==> config.mk <==
export PLATFORM = sky130hd
export DESIGN_NAME = refresh_scheduler
export DESIGN_NICKNAME = d
export VERILOG_FILES = /design/src/rtl/dram_timing_pkg.sv /design/src/rtl/refi_timer.sv /design/src/rtl/refresh_scheduler.sv
export SDC_FILE = /design/constraint.sdc
export NUM_CORES = 1
export LEC_CHECK = 0
export CAP_MARGIN = 10
export CORE_MARGIN = 2
export CORE_UTILIZATION = 60
export CTS_BUF_LIST = sky130_fd_sc_hd__clkbuf_4 sky130_fd_sc_hd__clkbuf_8
export CTS_CLUSTER_DIAMETER = 80
export DETAILED_ROUTE_END_ITERATION = 8
export PLACE_DENSITY = 0.9
export SETUP_SLACK_MARGIN = 0.2
export SLEW_MARGIN = 20
export SYNTH_ARGS = -nofsm -noshare
export SYNTH_HDL_FRONTEND = slang
export SYNTH_SLANG_ARGS = --single-unit
==> constraint.sdc <==
create_clock -name clk -period 8.91 [get_ports clk]
set_input_delay 1.782 -clock clk [delete_from_list [all_inputs] [get_ports clk]]
set_output_delay 1.782 -clock clk [all_outputs]
set_load 0.05 [all_outputs]
==> src/rtl/dram_timing_pkg.sv <==
// Timing defaults and state encoding shared by the refresh scheduler and the
// downstream refresh command state machine.
package dram_timing_pkg;

    localparam int unsigned T_REFI_DEFAULT = 780;
    localparam int unsigned T_RFC_DEFAULT  = 103;

    typedef enum logic [1:0] {
        IDLE    = 2'b00,
        ISSUE   = 2'b01,
        LOCKOUT = 2'b10
    } refresh_state_e;

    // Bits needed to hold a counter whose largest value is max_val.
    function automatic int unsigned cnt_width(input int unsigned max_val);
        return $clog2(max_val) + 1;
    endfunction

endpackage

==> src/rtl/refi_timer.sv <==
// Free-running tREFI interval counter: counts 0..T_REFI-1, wraps, and asserts
// tick_o for the single cycle in which the count equals T_REFI-1.
module refi_timer
    import dram_timing_pkg::*;
#(
    parameter int unsigned T_REFI = T_REFI_DEFAULT
) (
    input  logic clk_i,
    input  logic rst_i,
    output logic tick_o
);

    localparam int unsigned W    = cnt_width(T_REFI - 1);
    localparam logic [W-1:0] LAST = W'(T_REFI - 1);

    logic [W-1:0] cnt_q, cnt_d;

    assign tick_o = (cnt_q == LAST);

    always_comb begin
        cnt_d = tick_o ? '0 : cnt_q + W'(1);
    end

    always_ff @(posedge clk_i) begin
        if (rst_i) begin
            cnt_q <= '0;
        end else begin
            cnt_q <= cnt_d;
        end
    end

endmodule

==> src/rtl/refresh_scheduler.sv <==
// Periodic refresh scheduler: owes one refresh per tREFI tick, issues it when the
// command path is idle, then locks out for tRFC+GUARD. Optional pull-in of
// refreshes ahead of schedule is enabled by defining REFRESH_PULLIN_EN.
module refresh_scheduler
    import dram_timing_pkg::*;
#(
    parameter int unsigned T_REFI       = T_REFI_DEFAULT,
    parameter int unsigned T_RFC        = T_RFC_DEFAULT,
    parameter int unsigned GUARD        = 2,
`ifdef REFRESH_PULLIN_EN
    parameter int unsigned MAX_PULLIN   = 8,
`endif
    // Must not exceed 15 so that the owed count fits pending_cnt.
    parameter int unsigned MAX_POSTPONE = 8
) (
    input  logic       clk,
    input  logic       rst,
    input  logic       cmd_idle,
    output logic       refresh_signal,
    output logic       refresh_busy,
    output logic       refresh_urgent,
    output logic [3:0] pending_cnt,
    output logic       overflow,
    output logic [1:0] state_dbg
);

    localparam int unsigned PW = cnt_width(MAX_POSTPONE);
    localparam int unsigned LW = cnt_width(T_RFC + GUARD);
    localparam logic [PW-1:0] PEND_MAX   = PW'(MAX_POSTPONE);
    localparam logic [PW-1:0] URGENT_LVL = PW'(MAX_POSTPONE - 1);
    localparam logic [LW-1:0] LOCK_LOAD  = LW'(T_RFC + GUARD - 1);

    refresh_state_e state_q;
    logic [PW-1:0]  pending_q, pending_d;
    logic [LW-1:0]  lock_q;
    logic           overflow_q, overflow_d;
    logic           signal_q;
    logic           tick;
    logic           in_issue, issue_go, tick_pend, dec_pend;

`ifdef REFRESH_PULLIN_EN
    localparam int unsigned QW = cnt_width(MAX_PULLIN);
    localparam logic [QW-1:0] PULLIN_MAX = QW'(MAX_PULLIN);

    logic [QW-1:0] pullin_q, pullin_d;
    logic          owed_q;
    logic          owed_go, pull_go;
`endif

    refi_timer #(
        .T_REFI(T_REFI)
    ) u_refi_timer (
        .clk_i (clk),
        .rst_i (rst),
        .tick_o(tick)
    );

    // Contract with the arbiter: cmd_idle is sampled only in IDLE; once a pulse
    // is issued, refresh_busy stays high until the full lockout has elapsed.
    always_comb begin
        in_issue = (state_q == ISSUE);
`ifdef REFRESH_PULLIN_EN
        owed_go  = (state_q == IDLE) && cmd_idle && (pending_q != '0);
        pull_go  = (state_q == IDLE) && cmd_idle && (pending_q == '0) && (pullin_q < PULLIN_MAX);
        issue_go = owed_go || pull_go;
        // A tick in the cycle a pull-in is granted is absorbed by that pull-in.
        tick_pend = tick && (pullin_q == '0) && !pull_go;
        dec_pend  = in_issue && owed_q;
        pullin_d  = pullin_q;
        if (pull_go && !tick) begin
            pullin_d = pullin_q + QW'(1);
        end else if (!pull_go && tick && (pullin_q != '0)) begin
            pullin_d = pullin_q - QW'(1);
        end
`else
        issue_go  = (state_q == IDLE) && cmd_idle && (pending_q != '0);
        tick_pend = tick;
        dec_pend  = in_issue;
`endif
        pending_d  = pending_q;
        overflow_d = overflow_q;
        if (tick_pend && (pending_q == PEND_MAX)) begin
            overflow_d = 1'b1;
        end
        if (tick_pend && !dec_pend) begin
            if (pending_q != PEND_MAX) begin
                pending_d = pending_q + PW'(1);
            end
        end else if (!tick_pend && dec_pend) begin
            pending_d = pending_q - PW'(1);
        end
    end

    always_ff @(posedge clk) begin
        if (rst) begin
            state_q    <= IDLE;
            pending_q  <= '0;
            lock_q     <= '0;
            overflow_q <= 1'b0;
            signal_q   <= 1'b0;
`ifdef REFRESH_PULLIN_EN
            pullin_q   <= '0;
            owed_q     <= 1'b0;
`endif
        end else begin
            pending_q  <= pending_d;
            overflow_q <= overflow_d;
`ifdef REFRESH_PULLIN_EN
            pullin_q   <= pullin_d;
`endif
            case (state_q)
                IDLE: begin
                    if (issue_go) begin
                        state_q  <= ISSUE;
                        signal_q <= 1'b1;
`ifdef REFRESH_PULLIN_EN
                        owed_q   <= owed_go;
`endif
                    end
                end
                ISSUE: begin
                    state_q  <= LOCKOUT;
                    signal_q <= 1'b0;
                    lock_q   <= LOCK_LOAD;
                end
                LOCKOUT: begin
                    if (lock_q == '0) begin
                        state_q <= IDLE;
                    end else begin
                        lock_q <= lock_q - LW'(1);
                    end
                end
                default: begin
                    state_q  <= IDLE;
                    signal_q <= 1'b0;
                end
            endcase
        end
    end

    assign refresh_signal = signal_q;
    assign refresh_busy   = (state_q != IDLE);
    assign refresh_urgent = (pending_q >= URGENT_LVL);
    assign pending_cnt    = 4'(pending_q);
    assign overflow       = overflow_q;
    assign state_dbg      = state_q;

endmodule

==> run summary, run 1 <==
Total negative slack -> 0 ps
Initial DRC Count -> 24
Hpwl dp -> 2.004 mm
DR vias -> 1,096
CTS tree -> built
Total gr overflow -> 0
Hold_buf cts -> 0
WL/cell -> 14.18 um
Crit-path max FO -> 7
Syn Nets -> 156
Critical Path Source Type -> flop
Hold depth -> 1
Hold endpoint -> u_refi_timer.cnt_q[0]$_SDFF_PP0_
Final Hold Fails -> 0
Largest net degree at the start of global routing -> 19
Critical Path Max Stage Delay -> 790 ps
Area Growth Syn to Fin -> 13.00%
DRT Pass-1 Iters -> 7
Cell count after placement -> 184
Relative slew slack -> 58.58%
Sequential fraction of the synthesis area -> 40.41%
Finished Layout Cells -> 188
Fraction of layout cells with a size suffix above 1 -> 6.875%
RSZ-0062 raised after global routing -> false
R2R cell count -> 8
Initial Utilization -> 62.26%
Fmax -> 0.2797 GHz
Initial antenna violation count -> 0
Worst setup startpoint -> pending_cnt[0]$_SDFFE_PP0P_
Post-CTS setup buffer count -> 0
DRT Wirelength -> 2.665 mm
Placer congestion estimate -> 0.8111
First-pass GRT wire length -> 4.747 mm
Max-cap check violation count -> 0
Mapped Cells -> 147
Arrival time of the worst setup path -> 1790 ps
H-tree depth -> 1
Clk sinks -> 27
Avg Inst Size Synth -> 9.099 um^2
Ports -> 13
Crit Reg-Reg Endpoint -> pending_cnt[3]$_SDFFE_PP0P_
Critical R2R Launch -> u_refi_timer.cnt_q[0]$_SDFF_PP0_
Final Cycle Share -> 40.13%
Diodes inserted -> 0
GRT Total Usage -> 23.73%
Root buffer cell -> clkbuf_4
Hold Path Class -> reg2reg
Reg2reg setup slack -> 5580 ps
Leak -> 0.0005632 uW
Final Slew Violations -> 0
PostCTS Resize Cnt -> 0
Hold wc startpoint -> u_refi_timer.cnt_q[0]$_SDFF_PP0_
Vias in the first global route -> 1,089
Drt drc -> 0
Die width -> 51.22 um
Critical-path cell list -> nand3_1 > nand2_1 > clkdlybuf4s50_1
Status -> complete, no violations
Die height -> 51.22 um
Synth unique cells -> 42
Port bufs -> 12
Clock latency on the worst-skew pair -> 320 ps
Worst-path clk slew -> 150 ps
Vias per cell -> 5.830
Critical Path RT -> 7130 ps
CP max stage cell -> clkdlybuf4s50_1
Final setup vio count -> 0
Nets@finish -> 170
Critical setup path kind -> reg2out
Worst Tran Pin Value -> 615.6 ps
Peak supply drop -> 104.0 uV
Worst setup EP type -> output port
Flops & latches, synth -> 27
Pwr Density -> 157.3 nW/um^2
Core footprint -> 2148 um^2
Warnings from Yosys -> 0
Final antenna-violating net count -> 0
CTS Buf Count -> 3
Post-Syn Area -> 1338 um^2
Core Rows -> 17
Die Area -> 2623 um^2
Setup Skew -> 13.00 ps
Min Tclk post-route -> 3576 ps
Maximum root-to-sink buffer count -> 2
## Yosys cell counts
library cell	number	area share [%]
a2111oi_1	1	0.75
a211oi_1	2	1.1
a21boi_1	2	1.1
a21o_1	2	1.1
a21oi_1	4	1.5
a311oi_1	3	2.0
a31oi_1	2	0.94
a41o_1	1	0.75
and2_1	2	0.94
and2b_2	1	0.65
and3_1	2	0.94
clkbuf_1	3	0.84
dfxtp_1	27	40
fa_1	1	1.5
ha_1	5	4.7
inv_1	6	1.7
mux2_2	3	2.5
mux2i_1	2	1.5
nand2_1	8	2.2
nand2b_1	5	2.3
nand3_1	3	1.1
nand3b_1	1	0.56
nand4_1	3	1.4
nand4b_1	1	0.65
nor2_1	21	5.9
nor2b_1	1	0.47
nor3_1	4	1.5
nor3b_1	1	0.56
nor4_1	4	1.9
o2111ai_1	1	0.65
o211ai_1	1	0.56
o21a_1	2	1.1
o31ai_1	3	1.7
or2_1	1	0.47
or2_2	1	0.47
or3_1	1	0.47
or4_1	1	0.56
or4_4	1	0.84
or4b_1	1	0.75
or4b_4	1	1.0
xnor2_1	7	4.6
xor2_1	5	3.3
## registers in the layout, indices dropped and copies added (netlist names)
| name | cells |
|---|---|
| state_dbg | 2 |
| lock_q | 8 |
| refresh_signal | 1 |
| u_refi_timer.cnt_q | 11 |
| overflow | 1 |
| pending_cnt | 4 |
## cell type report
type | count | area [um^2]
Sequential cell | 27 | 540.5
Fill cell | 155 | 636.9
Multi-Input combinational cell | 111 | 763.2
Inverter | 6 | 22.52
Clock buffer | 4 | 30.03
Tap cell | 28 | 35.03
Timing Repair Buffer | 12 | 120.1
## critical path, delay by kind of cell, from the launching register on
| family | cells | cell delay (ps) |
|---|---|---|
| and+or+nand+nor | 2 | 190 |
| DFF | 1 | 490 |
| buffers and inverters | 1 | 790 |
## power by group
part | switching [uW] | leakage [uW] | internal (uW)
combinational | 30.2 | 0.000326 | 19.3
clock | 34.9 | 0.0000184 | 20.5
sequential | 6.29 | 0.000219 | 126
## cells in the final DEF, fill, tap and decap left out, types with 3 or more instances in the layout
| master | count |
|---|---|
| clkdlybuf4s50_1 | 12 |
| a311oi_1 | 3 |
| nand3_1 | 3 |
| nor4_1 | 4 |
| dfxtp_1 | 27 |
| nand4_1 | 3 |
| nor3_1 | 4 |
| nand2b_1 | 5 |
| xnor2_1 | 7 |
| xor2_1 | 5 |
| inv_1 | 6 |
| ha_1 | 5 |
| clkbuf_4 | 4 |
| mux2_2 | 3 |
| o31ai_1 | 3 |
| nor2_1 | 21 |
| a21oi_1 | 4 |
| nand2_1 | 8 |
## stage by stage
step | hold slack (ps) | setup slack, ps | instance area (um^2) | power [uW] | util [%]
2_1_floorplan | 412.9 | 5899 | 1338 | 170.7 | -
3_3_place_gp | 422.2 | 5727 | 1481 | 182.0 | 68.96
3_5_place_dp | 430.5 | 5622 | 1481 | 184.5 | 68.96
4_1_cts | 449.2 | 5319 | 1511 | 238.5 | 70.36
5_1_grt | 477.6 | 5213 | 1511 | 249.4 | 70.36
6_report | 447.8 | 5334 | 1511 | 237.7 | 70.36
## cells by family after synthesis
group	share of synthesized area, %
adder cells (fa/ha/maj)	6.174
flip-flops	40.41
XOR/XNOR	7.858
multiplexers	4.022
buffers and inverters	2.526
AND/OR/NAND/NOR	25.73
AO/OA/AOI/OAI	13.28
## per-layer routing
layer  GRT usage [%]  part of all wire (%)  vias to the layer above
li1                -                     -                      553
met1           27.59                    44                      523
met2           44.37                    52                       16
met3           2.924                   2.0                        4
met4           8.333                   1.2                        0
met5               0                     0                        -
## worst max path at each step
stage	slack [ps]	cells after the start	end
final	5330	3	refresh_urgent
after floorplan	5900	8	pending_cnt[3]$_SDFFE_PP0P_
after global routing	5210	3	refresh_urgent
after detailed placement	5620	8	pending_cnt[3]$_SDFFE_PP0P_
after global placement	5730	3	refresh_urgent
after CTS	5320	3	refresh_urgent
(Power assumes the default switching activity.)
==> run 2, diff against run 1 <==
Settings changed: CORE_UTILIZATION 60 to 52, PLACE_DENSITY 0.9 to 0.84.
Clock period 8.91 ns to 3.1 ns, I/O delays scaled along.
==> run summary, run 2 (synthesis results as in run 1) <==
Status -> complete, no violations
Max-cap check violation count -> 0 (unchanged)
Worst setup margin -> 238.7 ps (-5096 ps)
Vias per cell -> 5.679 (-2.6%)
Switching power share of the total -> 30.33% (+0.26 points)
Hold Path Class -> reg2reg
Core Rows -> 18 (+1)
Hpwl dp -> 1.906 mm (-4.9%)
Die Area -> 2994 um^2 (+14%)
Critical Path Max Stage Delay -> 570 ps (-220 ps)
Worst-path clk slew -> 140 ps (about the same)
Max reg flops -> 11 (unchanged)
Crit-path max FO -> 4 (-3)
Pwr Density -> 435.3 nW/um^2 (+180%)
Peak supply drop -> 248.6 uV (+140%)
Final core utilization -> 66.41% (-3.9 points)
First-pass GRT wire length -> 4.077 mm (-14%)
Final antenna-violating net count -> 0 (unchanged)
Fmax -> 0.3495 GHz
Total gr overflow -> 0 (unchanged)
Initial antenna violation count -> 0 (unchanged)
Arrival time of the worst setup path -> 3090 ps (+1300 ps)
Clock latency on the worst-skew pair -> 320 ps (about the same)
CTS tree -> built
Worst hold slack -> 480.3 ps (+32.55 ps)
Maximum root-to-sink buffer count -> 2 (unchanged)
Clk pwr share -> 22.6% (-0.7 points)
Logic gate share of total power -> 23.4% (+2.5 points)
Register share of total power -> 54.0% (-1.8 points)
Critical-path cell list -> or4b_4 > or4_4 > ha_4 > a21o_1 > a21oi_4 > mux2_4 > a2111oi_4
Switching power -> 215.3 uW (+200%)
Initial Utilization -> 54.49% (-7.8 points)
Diodes inserted -> 0 (unchanged)
Relative slew slack -> 55.73% (-2.9 points)
Area Growth Syn to Fin -> 21.89%
Min Tclk post-route -> 2861 ps
Placer congestion estimate -> 0.8977 (+11%)
GRT Total Usage -> 18.96% (-4.8 points)
Setup WS pre-CTS -> 48.40 ps (-5573 ps)
Clk sinks -> 27 (unchanged)
Critical setup path kind -> reg2reg
Core footprint -> 2455 um^2 (+14%)
Worst setup EP type -> flop
Most flop-heavy register -> u_refi_timer.cnt_q
Die height -> 54.72 um (+6.8%)
Fraction of layout cells with a size suffix above 1 -> 16.87% (+10 points)
Initial DRC Count -> 13 (-46%)
DRT Pass-1 Iters -> 4 (-3)
Die width -> 54.72 um (+6.8%)
Largest net degree at the start of global routing -> 19 (unchanged)
Hold_buf cts -> 0 (unchanged)
CP max stage cell -> or4_4
Nets@finish -> 176 (+3.5%)
Total negative slack -> 0 ps (unchanged)
H-tree depth -> 1 (unchanged)
Drt drc -> 0 (unchanged)
DRT Wirelength -> 2.847 mm (+6.8%)
Setup Skew -> 8.545 ps (-4.455 ps)
WL/cell -> 14.53 um (+2.5%)
Int Power -> 494.4 uW (+200%)
RSZ-0062 raised after global routing -> false
DR vias -> 1,113 (+1.6%)
Final setup vio count -> 0 (unchanged)
Critical Path RT -> 3330 ps (-3800 ps)
Final Hold Fails -> 0 (unchanged)
Worst Tran Pin Value -> 661.9 ps (+46.39 ps)
Commonest cells after routing, fill and taps aside -> 21 x nor2_1, 21 x dfxtp_1, 12 x clkdlybuf4s50_1
Leak -> 0.0006075 uW (+7.9%)
Root buffer cell -> clkbuf_4
Final Slew Violations -> 0 (unchanged)
Cell Area, Placed -> 1491 um^2 (+0.68%)
Port bufs -> 12 (unchanged)
Final instance area -> 1630 um^2 (+7.9%)
Ports -> 13 (unchanged)
Critical Path Source Type -> flop
Final Cycle Share -> 92.30%
Vias in the first global route -> 969 (-11%)
CTS Buf Count -> 3 (unchanged)
-- run 2: cell count changes in the layout (fill, tap and decap cells not counted), moves of 2 or more --
| cell | change |
|---|---|
| buf_4 | +6 |
| dfxtp_1 | -6 |
| dfxtp_2 | +5 |
| ha_1 | -2 |
| ha_4 | +2 |
-- run 2: power by group through the flow --
stage / Combinational [uW] / Sequential [uW] / Clock, uW
6_report: 166 / 383 / 161
5_1_grt: 181 / 386 / 173
4_1_cts: 150 / 383 / 163
3_5_place_dp: 142 / 389 / 0
3_3_place_gp: 138 / 387 / 0
2_1_floorplan: 82.2 / 411 / 0
-- run 2: cell type report --
cell class | instances | area (um^2)
Clock buffer | 4 | 30.03
Fill cell | 199 | 824.5
Inverter | 6 | 22.52
Multi-Input combinational cell | 111 | 824.5
Sequential cell | 27 | 550.5
Tap cell | 30 | 37.54
Timing Repair Buffer | 18 | 165.2
-- run 2: final timing paths --
| kind | from | endpoint | slack [ps] | cells past startpoint |
|---|---|---|---|---|
| worst max register to register | u_refi_timer.cnt_q[7]$_SDFF_PP0_ | pending_cnt[3]$_SDFFE_PP0P_ | 240 | 7 |
| worst min register to register | refresh_signal$_SDFFE_PP0P_ | refresh_signal$_SDFFE_PP0P_ | 480 | 1 |
| worst max-delay path | u_refi_timer.cnt_q[7]$_SDFF_PP0_ | pending_cnt[3]$_SDFFE_PP0P_ | 240 | 7 |
| worst min-delay path | refresh_signal$_SDFFE_PP0P_ | refresh_signal$_SDFFE_PP0P_ | 480 | 1 |
-- run 2: metal layers --
| metal | GRT usage, % | wire (um) | vias up |
|---|---|---|---|
| li1 | - | - | 568 |
| met1 | 22.09 | 1236 | 516 |
| met2 | 34.13 | 1494 | 23 |
| met3 | 2.459 | 73 | 6 |
| met4 | 8.333 | 42 | 0 |
| met5 | 0 | 0 | - |
-- run 2: through the flow --
stage / total power [uW] / cells
floorplan: 492.8 / 147
global placement: 524.8 / 186
detailed placement: 530.3 / 186
CTS: 695.3 / 193
global route: 739.5 / 196
finish: 709.7 / 196
-- run 2: what timing repair did --
item,in CTS,in global routing
buffers inserted,3,3
endpoints found under the setup margin,1,1
pin swaps,3,3
gates resized for setup,8,5
-- run 2: worst max-delay path: cells and delay by family (launching register included) --
kind	cells	cell delay (ps)
adder cells (fa/ha/maj)	1	240
multiplexers	1	330
AO/OA/AOI/OAI	3	720
flip-flops	1	370
AND/OR/NAND/NOR	2	1120
